File: src/rtl/bit_serializer.sv
// rtl/bit_serializer.sv - double-buffered parallel-to-serial front end (optional parity: SER_PARITY_EN)
module bit_serializer #(
  parameter int WIDTH     = 8,
  parameter bit MSB_FIRST = 1'b1
) (
  input  logic             clk,
  input  logic             rst,
  input  logic [WIDTH-1:0] din,
  input  logic             din_valid,
  output logic             din_ready,
  output logic             sout,
  output logic             sout_valid,
  output logic             frame_start,
  output logic             busy
);

`ifdef SER_PARITY_EN
  localparam int FRAME_LEN = WIDTH + 1;
`else
  localparam int FRAME_LEN = WIDTH;
`endif
  localparam int CW = $clog2(FRAME_LEN);
  localparam logic [CW-1:0] LAST_CNT = CW'(FRAME_LEN - 1);
  localparam int OUT_BIT = MSB_FIRST ? WIDTH - 1 : 0;

  typedef enum logic {IDLE = 1'b0, SHIFT = 1'b1} state_t;

  state_t           state, state_n;
  logic [WIDTH-1:0] shreg, shreg_n;
  logic [WIDTH-1:0] hold, hold_n;
  logic             hold_full, hold_full_n;
  logic [CW-1:0]    bitcnt, bitcnt_n;
  logic             active, last, load, accept;
`ifdef SER_PARITY_EN
  logic             par, par_n;
`endif

  // Move the next bit toward the output end of the shift register.
  function automatic logic [WIDTH-1:0] shift_out(input logic [WIDTH-1:0] v);
    if (MSB_FIRST) return {v[WIDTH-2:0], 1'b0};
    else           return {1'b0, v[WIDTH-1:1]};
  endfunction

  assign active    = (state == SHIFT);
  assign last      = active && (bitcnt == LAST_CNT);
  assign load      = !active || last;
  assign din_ready = !hold_full && !rst;
  assign accept    = din_valid && din_ready;

  // Next-state: reload from hold first, else bypass din, else go idle or keep shifting.
  always_comb begin
    state_n     = state;
    shreg_n     = shreg;
    hold_n      = hold;
    hold_full_n = hold_full;
    bitcnt_n    = bitcnt;
`ifdef SER_PARITY_EN
    par_n       = par;
`endif
    if (load && hold_full) begin
      shreg_n     = hold;
      hold_full_n = 1'b0;
      state_n     = SHIFT;
      bitcnt_n    = '0;
`ifdef SER_PARITY_EN
      par_n       = ^hold;
`endif
    end else if (load && accept) begin
      shreg_n  = din;
      state_n  = SHIFT;
      bitcnt_n = '0;
`ifdef SER_PARITY_EN
      par_n    = ^din;
`endif
    end else if (load) begin
      state_n  = IDLE;
      bitcnt_n = '0;
    end else begin
      shreg_n  = shift_out(shreg);
      bitcnt_n = bitcnt + CW'(1);
      if (accept) begin
        hold_n      = din;
        hold_full_n = 1'b1;
      end
    end
  end

  // State register; reset drops any frame in flight and any held word.
  always_ff @(posedge clk) begin
    if (rst) begin
      state     <= IDLE;
      shreg     <= '0;
      hold      <= '0;
      hold_full <= 1'b0;
      bitcnt    <= '0;
`ifdef SER_PARITY_EN
      par       <= 1'b0;
`endif
    end else begin
      state     <= state_n;
      shreg     <= shreg_n;
      hold      <= hold_n;
      hold_full <= hold_full_n;
      bitcnt    <= bitcnt_n;
`ifdef SER_PARITY_EN
      par       <= par_n;
`endif
    end
  end

`ifdef SER_PARITY_EN
  assign sout = active && ((bitcnt == CW'(WIDTH)) ? par : shreg[OUT_BIT]);
`else
  assign sout = active && shreg[OUT_BIT];
`endif
  assign sout_valid  = active;
  assign frame_start = active && (bitcnt == '0);
  assign busy        = active || hold_full;

endmodule

File: config.mk
export PLATFORM = sky130hd
export DESIGN_NAME = bit_serializer
export DESIGN_NICKNAME = d
export VERILOG_FILES = /design/src/rtl/bit_serializer.sv
export SDC_FILE = /design/constraint.sdc
export NUM_CORES = 1
export LEC_CHECK = 0
export CAP_MARGIN = 20
export CORE_MARGIN = 3
export CORE_UTILIZATION = 51
export DETAILED_ROUTE_END_ITERATION = 16
export GPL_ROUTABILITY_DRIVEN = 1
export PLACE_DENSITY = 0.86
export SYNTH_ARGS = -nofsm -noshare
export SYNTH_HDL_FRONTEND = slang
export SYNTH_SLANG_ARGS = --single-unit
File: constraint.sdc
create_clock -name clk -period 1.8 [get_ports clk]
set_clock_uncertainty 0.05 [all_clocks]
set_input_delay 0.36 -clock clk [delete_from_list [all_inputs] [get_ports clk]]
set_output_delay 0.36 -clock clk [all_outputs]
set_load 0.03 [all_outputs]
* After elaboration in Yosys (flattened, before gate mapping)
Index checks and enable logic that the tools add are counted.
** Word-level totals
- Bits in registers :: 21
- Memory bits (read-only) :: 0
- Memories kept :: 0
- Bits in latches :: 0
- Output and inout bits :: 5
- RAM bits :: 0
** Operators by class
- Div/mod/pow operators :: 0
- $add $sub $neg :: 1
- Multiplexer cells :: 6
- $lt $le $gt $ge :: 0
- $mul :: 0
- Reductions and logical operators :: 18
- Shift operators :: 0
- Bitwise gates (word level) :: 3
- Equality and inequality tests :: 2
** Operator list (number)
- $mux W8 :: 3
- $logic_and A1 B1 Y1 :: 7
- $reduce_and A4 Y1 :: 1
- $reduce_or A4 Y1 :: 1
- $add A3 B1 Y3 const B :: 1
- $eq A3 B3 Y1 const B :: 1
- $logic_not A1 Y1 :: 3
- $logic_not A3 Y1 :: 1
- $mux W1 :: 3
- $ne A3 B1 Y1 const B :: 1
- $not A1 Y1 :: 3
- $reduce_and A3 Y1 :: 1
- $reduce_bool A3 Y1 :: 1
- $logic_or A1 B1 Y1 :: 2
- $reduce_or A2 Y1 :: 1

* Logic depth before layout (Yosys ltp)
- Depth in word-level cells :: 6
- Gate-level depth with buffers :: 7
- Depth with buffers taken out :: 6

* Least setup slack after synthesis
No wires, ideal clock.
- Path kind :: reg2reg
- Start :: register hold_full
- End :: register shreg[3]
- Library setup time :: 121 ps
- Stages on the path, launching flop included :: 5
- Clock period less this slack :: 1566 ps
- Buffers on the path :: 0
- Data arrival time :: 1395 ps
- Setup slack :: 234 ps
- Path through :: dfxtp_1 > nor2_1 > nand3_1 > o22ai_1 > o31ai_2
** Between the ends
- Word-level cells in the longest chain between the ends :: 6
- Elaborated cells on any way between the ends :: 8
- Those cells by class :: eq/ne (1); mux (2); reduce/logical (5)
** RTL lines
- start: declaration :: line 31 : logic hold_full, hold_full_n;
- start signal: assignment :: line 103 : hold_full <= hold_full_n;
- $logic_not A1 Y1 (*) :: line 47 : assign din_ready = !hold_full && !rst;
- $logic_and A1 B1 Y1 (*) :: line 47
- net din_ready :: line 10 : output logic din_ready,
- $logic_and A1 B1 Y1 (*) :: line 48 : assign accept = din_valid && din_ready;
- $logic_and A1 B1 Y1 (*) :: line 68 : end else if (load && accept) begin
- $mux W8 :: line 68
- $mux W8 :: line 60 : if (load && hold_full) begin
- end signal: assignment :: line 101 : shreg <= shreg_n;
- end: declaration :: line 29 : logic [WIDTH-1:0] shreg, shreg_n;
The timed path passes the listed nets; every way through them passes the cells marked *.
A chain may end at the register's enable or synchronous reset.

* Worst setup path after layout
- Start :: register bitcnt[0]
- End :: output port frame_start
** Between the ends
- Word-level cells in the longest chain between the ends :: 2
** RTL lines
- start: declaration :: line 32 : logic [CW-1:0] bitcnt, bitcnt_n;
- start signal: assignment :: line 104 : bitcnt <= bitcnt_n;
- $logic_not A3 Y1 :: line 117 : assign frame_start = active && (bitcnt == '0);
- $logic_and A1 B1 Y1 :: line 117
- end: declaration :: line 13 : output logic frame_start,
Every way passes these cells.

==> results by group <==
Synth
  • Sequential element share of the synthesized area: 42.7%
  • Post-synth EDFFs: 0
  • Mapped Avg Cell Area: 9.19 µm²
  • Async set-or-reset flop fraction in the synthesized netlist: 0%
  • Primary FF master, synth: dfxtp_1
  • Synth area leader: dfxtp_1
  • Synth unique cells: 28
  • Synth top area share: between 40% and 50%
  • Flops & latches, synth: 21
  • Syn_nets: 121
  • Top cells by area, synth: dfxtp_1 (43%), nand2_1 (6.1%), a21oi_1 (5.1%)
  • Synthesized area: 983 µm²
  • Synth warnings: 0
  • Synth Instances: 107

Floorplanning
  • Site Rows: 15
  • DIE WIDTH: about 50 µm
  • Die footprint: ~0.0025 mm²
  • # IOs: 16
  • DIE HEIGHT: roughly 50 µm
  • Core area: 0.00176 mm²
  • Initial cell density of the core: 55.7%

Setup path
  • Worst setup SP type: register
  • Setup CP Type: register to output pin
  • R2R cell count: 6
  • RR Startpoint: bitcnt[0]
  • Worst setup EP type: output pin
  • CP Max Fanout: 3
  • CP Data Required Time: approximately 1.4 ns
  • Internal reg-to-reg setup slack: between 0.1 and 0.15 ns
  • Reg2reg end: hold[7]
  • Crit path from: bitcnt[0]
  • Crit path DAT: 1.32 ns

Finish
  • Post-Layout Cell Count: roughly 150
  • # nets final: roughly 140
  • Commonest non-fill, non-tap cell in the layout: dfxtp_1
  • Layout cell share with drive strength beyond 1: 20.3%
  • Layout area overhead: 21.8%
  • Commonest non-fill, non-tap cells in the layout: dfxtp_1 (20), nand2_1 (16), buf_4 (11), a21oi_1 (10), clkdlybuf4s50_1 (10)
  • Antenna Cells: 0
  • Post-Route Utilization: 67.9%
  • Design area: 0.00120 mm²

Place
  • Number of I/O port buffers: 15
  • Placed Area: around 0.0012 mm²
  • Global placer's final weighted congestion: 0.853
  • Placed cell count: 149
  • Dpl hpwl: roughly 1600 µm
  • Place WS: -0.0441 ns

Pwr
  • Psw: 267 µW
  • Combinational power share: between 20% and 30%
  • Clk pwr share: 24.7%
  • Worst IR Drop VDD: 0.516 mV
  • P_leak: 0.000450 µW
  • Cell Pwr Density: 773 mW/mm²
  • Sequential power share: 54.9%
  • Internal power: 660 µW
  • Sw Share: 28.8%

Route
  • Routed Antenna Nets: 0
  • DRC: 0
  • Drt pass-1 iters: 6
  • Vias per cell: roughly 6
  • Initial DRC Count: 22
  • Routed wire per std cell: about 15 µm
  • Final wirelength: between 2000 and 2500 µm
  • Detailed-route via count: 897

STA
  • Hold Fails Final Rpt: 0
  • Fin. max-slew vios: 0
  • Fin crit share: 95.9%
  • RSZ-0062 raised after global routing: no
  • Minimum clock period: ~1.7 ns
  • Worst-margin pin slew: 0.427 ns
  • Setup Viol. Count Final: 0
  • Slew HR: 71.4%
  • Setup slack after layout: 0.0741 ns
  • Max Freq: around 580 MHz

CTS
  • Clk sinks: 21
  • H-Tree Depth: 1
  • Clock Latency Late Sink: around 0.30 ns
  • Total CTS buffers: 3
  • CTS tree: done
  • Clk pin slew, worst setup/hold paths: 0.12 ns
  • # hold bufs at CTS: 0
  • Root buffer cell: clkbuf_4
  • Worst-case clock buffer depth: 2

Status
  • Status: finished, final reports clean

Global route
  • Antenna violations before repair: 0
  • Overflow after GRT: 0
  • Pin count of the biggest net entering global routing: 13
  • First-pass GRT wire length: approximately 3600 µm
  • Met2 Track Usage GR: 32.2%
  • GR Util met1: 22.4%
  • Vias in the first global route: 823
  • Global Route met3 Usage: 4.23%
  • Grt peak-use layer: met2
  • Global Route Usage Sum: 18.5%

Worst hold path
  • Hold-critical path depth: 1
  • Min-delay worst type: register to register
  • Hold_sp: bitcnt[0]
  • Worst min-delay path endpoint: bitcnt[0]

Run
  • MaxCap Viol Count: 0
cell usage after synthesis (all sizes together) (2+ instances only):
cell type / n
nor3: 3
dfxtp: 21
buf: 6
o22ai: 7
a211oi: 7
nor2: 4
a21oi: 10
inv: 2
nor2b: 2
o31ai: 7
and2: 3
nand2: 16
nand3: 9
ha: 3
power by group through the flow:
stage                     clock network, µW  logic, µW  registers [µW]
after global placement                    0        184             517
after detailed placement                  0        189             519
after floorplan                           0        120             517
after CTS                               230        187             508
final                                   229        188             509
after global routing                    255        204             512
area by class of cell:
class	count	area, µm²
multi-input combinational	77	498
inverter	2	7.51
fill	152	567
clock buffer	3	22.5
tap	25	31.3
timing repair buffer	24	211
sequential	21	422
clock inverter	1	5.00
registers in the layout, indices dropped and copies added (netlist names):
signal	cells
sout_valid	1
shreg	8
hold_full	1
hold	8
bitcnt	3
cells by family after synthesis:
family,Yosys count,synth area share [%]
flops,21,42.7
mux,1,1.02
compound gates,31,22.3
fa+ha+maj,3,3.82
buf+inv,9,7.12
simple gates,42,23.0
per-stage QoR:
stage / total power [µW] / hold slack [ns] / TNS [ns]
floorplan: 637 / 0.375 / 0
global placement: 700 / 0.389 / 0
detailed placement: 708 / 0.401 / -0.0853
finish: 926 / 0.382 / 0
CTS: 925 / 0.418 / 0
global route: 971 / 0.399 / 0
per-layer routing:
layer	up-vias	part of all wire (%)
met5	-	0
met4	0	2.3
met3	6	7.0
met2	44	50
met1	417	41
li1	430	-
what timing repair did:
item,in CTS,in global routing
pin swaps,0,0
gates resized for setup,5,2
endpoints found under the setup margin,3,8
buffers inserted,0,0
how the worst max path moves through the flow:
stage | endpoint | slack (ns)
floorplan | shreg[3] | 0.23
global placement | shreg[3] | 0.02
detailed placement | shreg[2] | -0.04
CTS | frame_start | 0.03
global route | din_ready | 0.008
finish | frame_start | 0.07
worst max-delay path, stage by stage, from the launching register on:
cell             delay (ns)
dfxtp_2                0.36
inv_1                  0.04
ha_1                   0.18
and3b_1                0.15
clkdlybuf4s15_2        0.28
No activity file was read; power rests on OpenSTA's default activity.
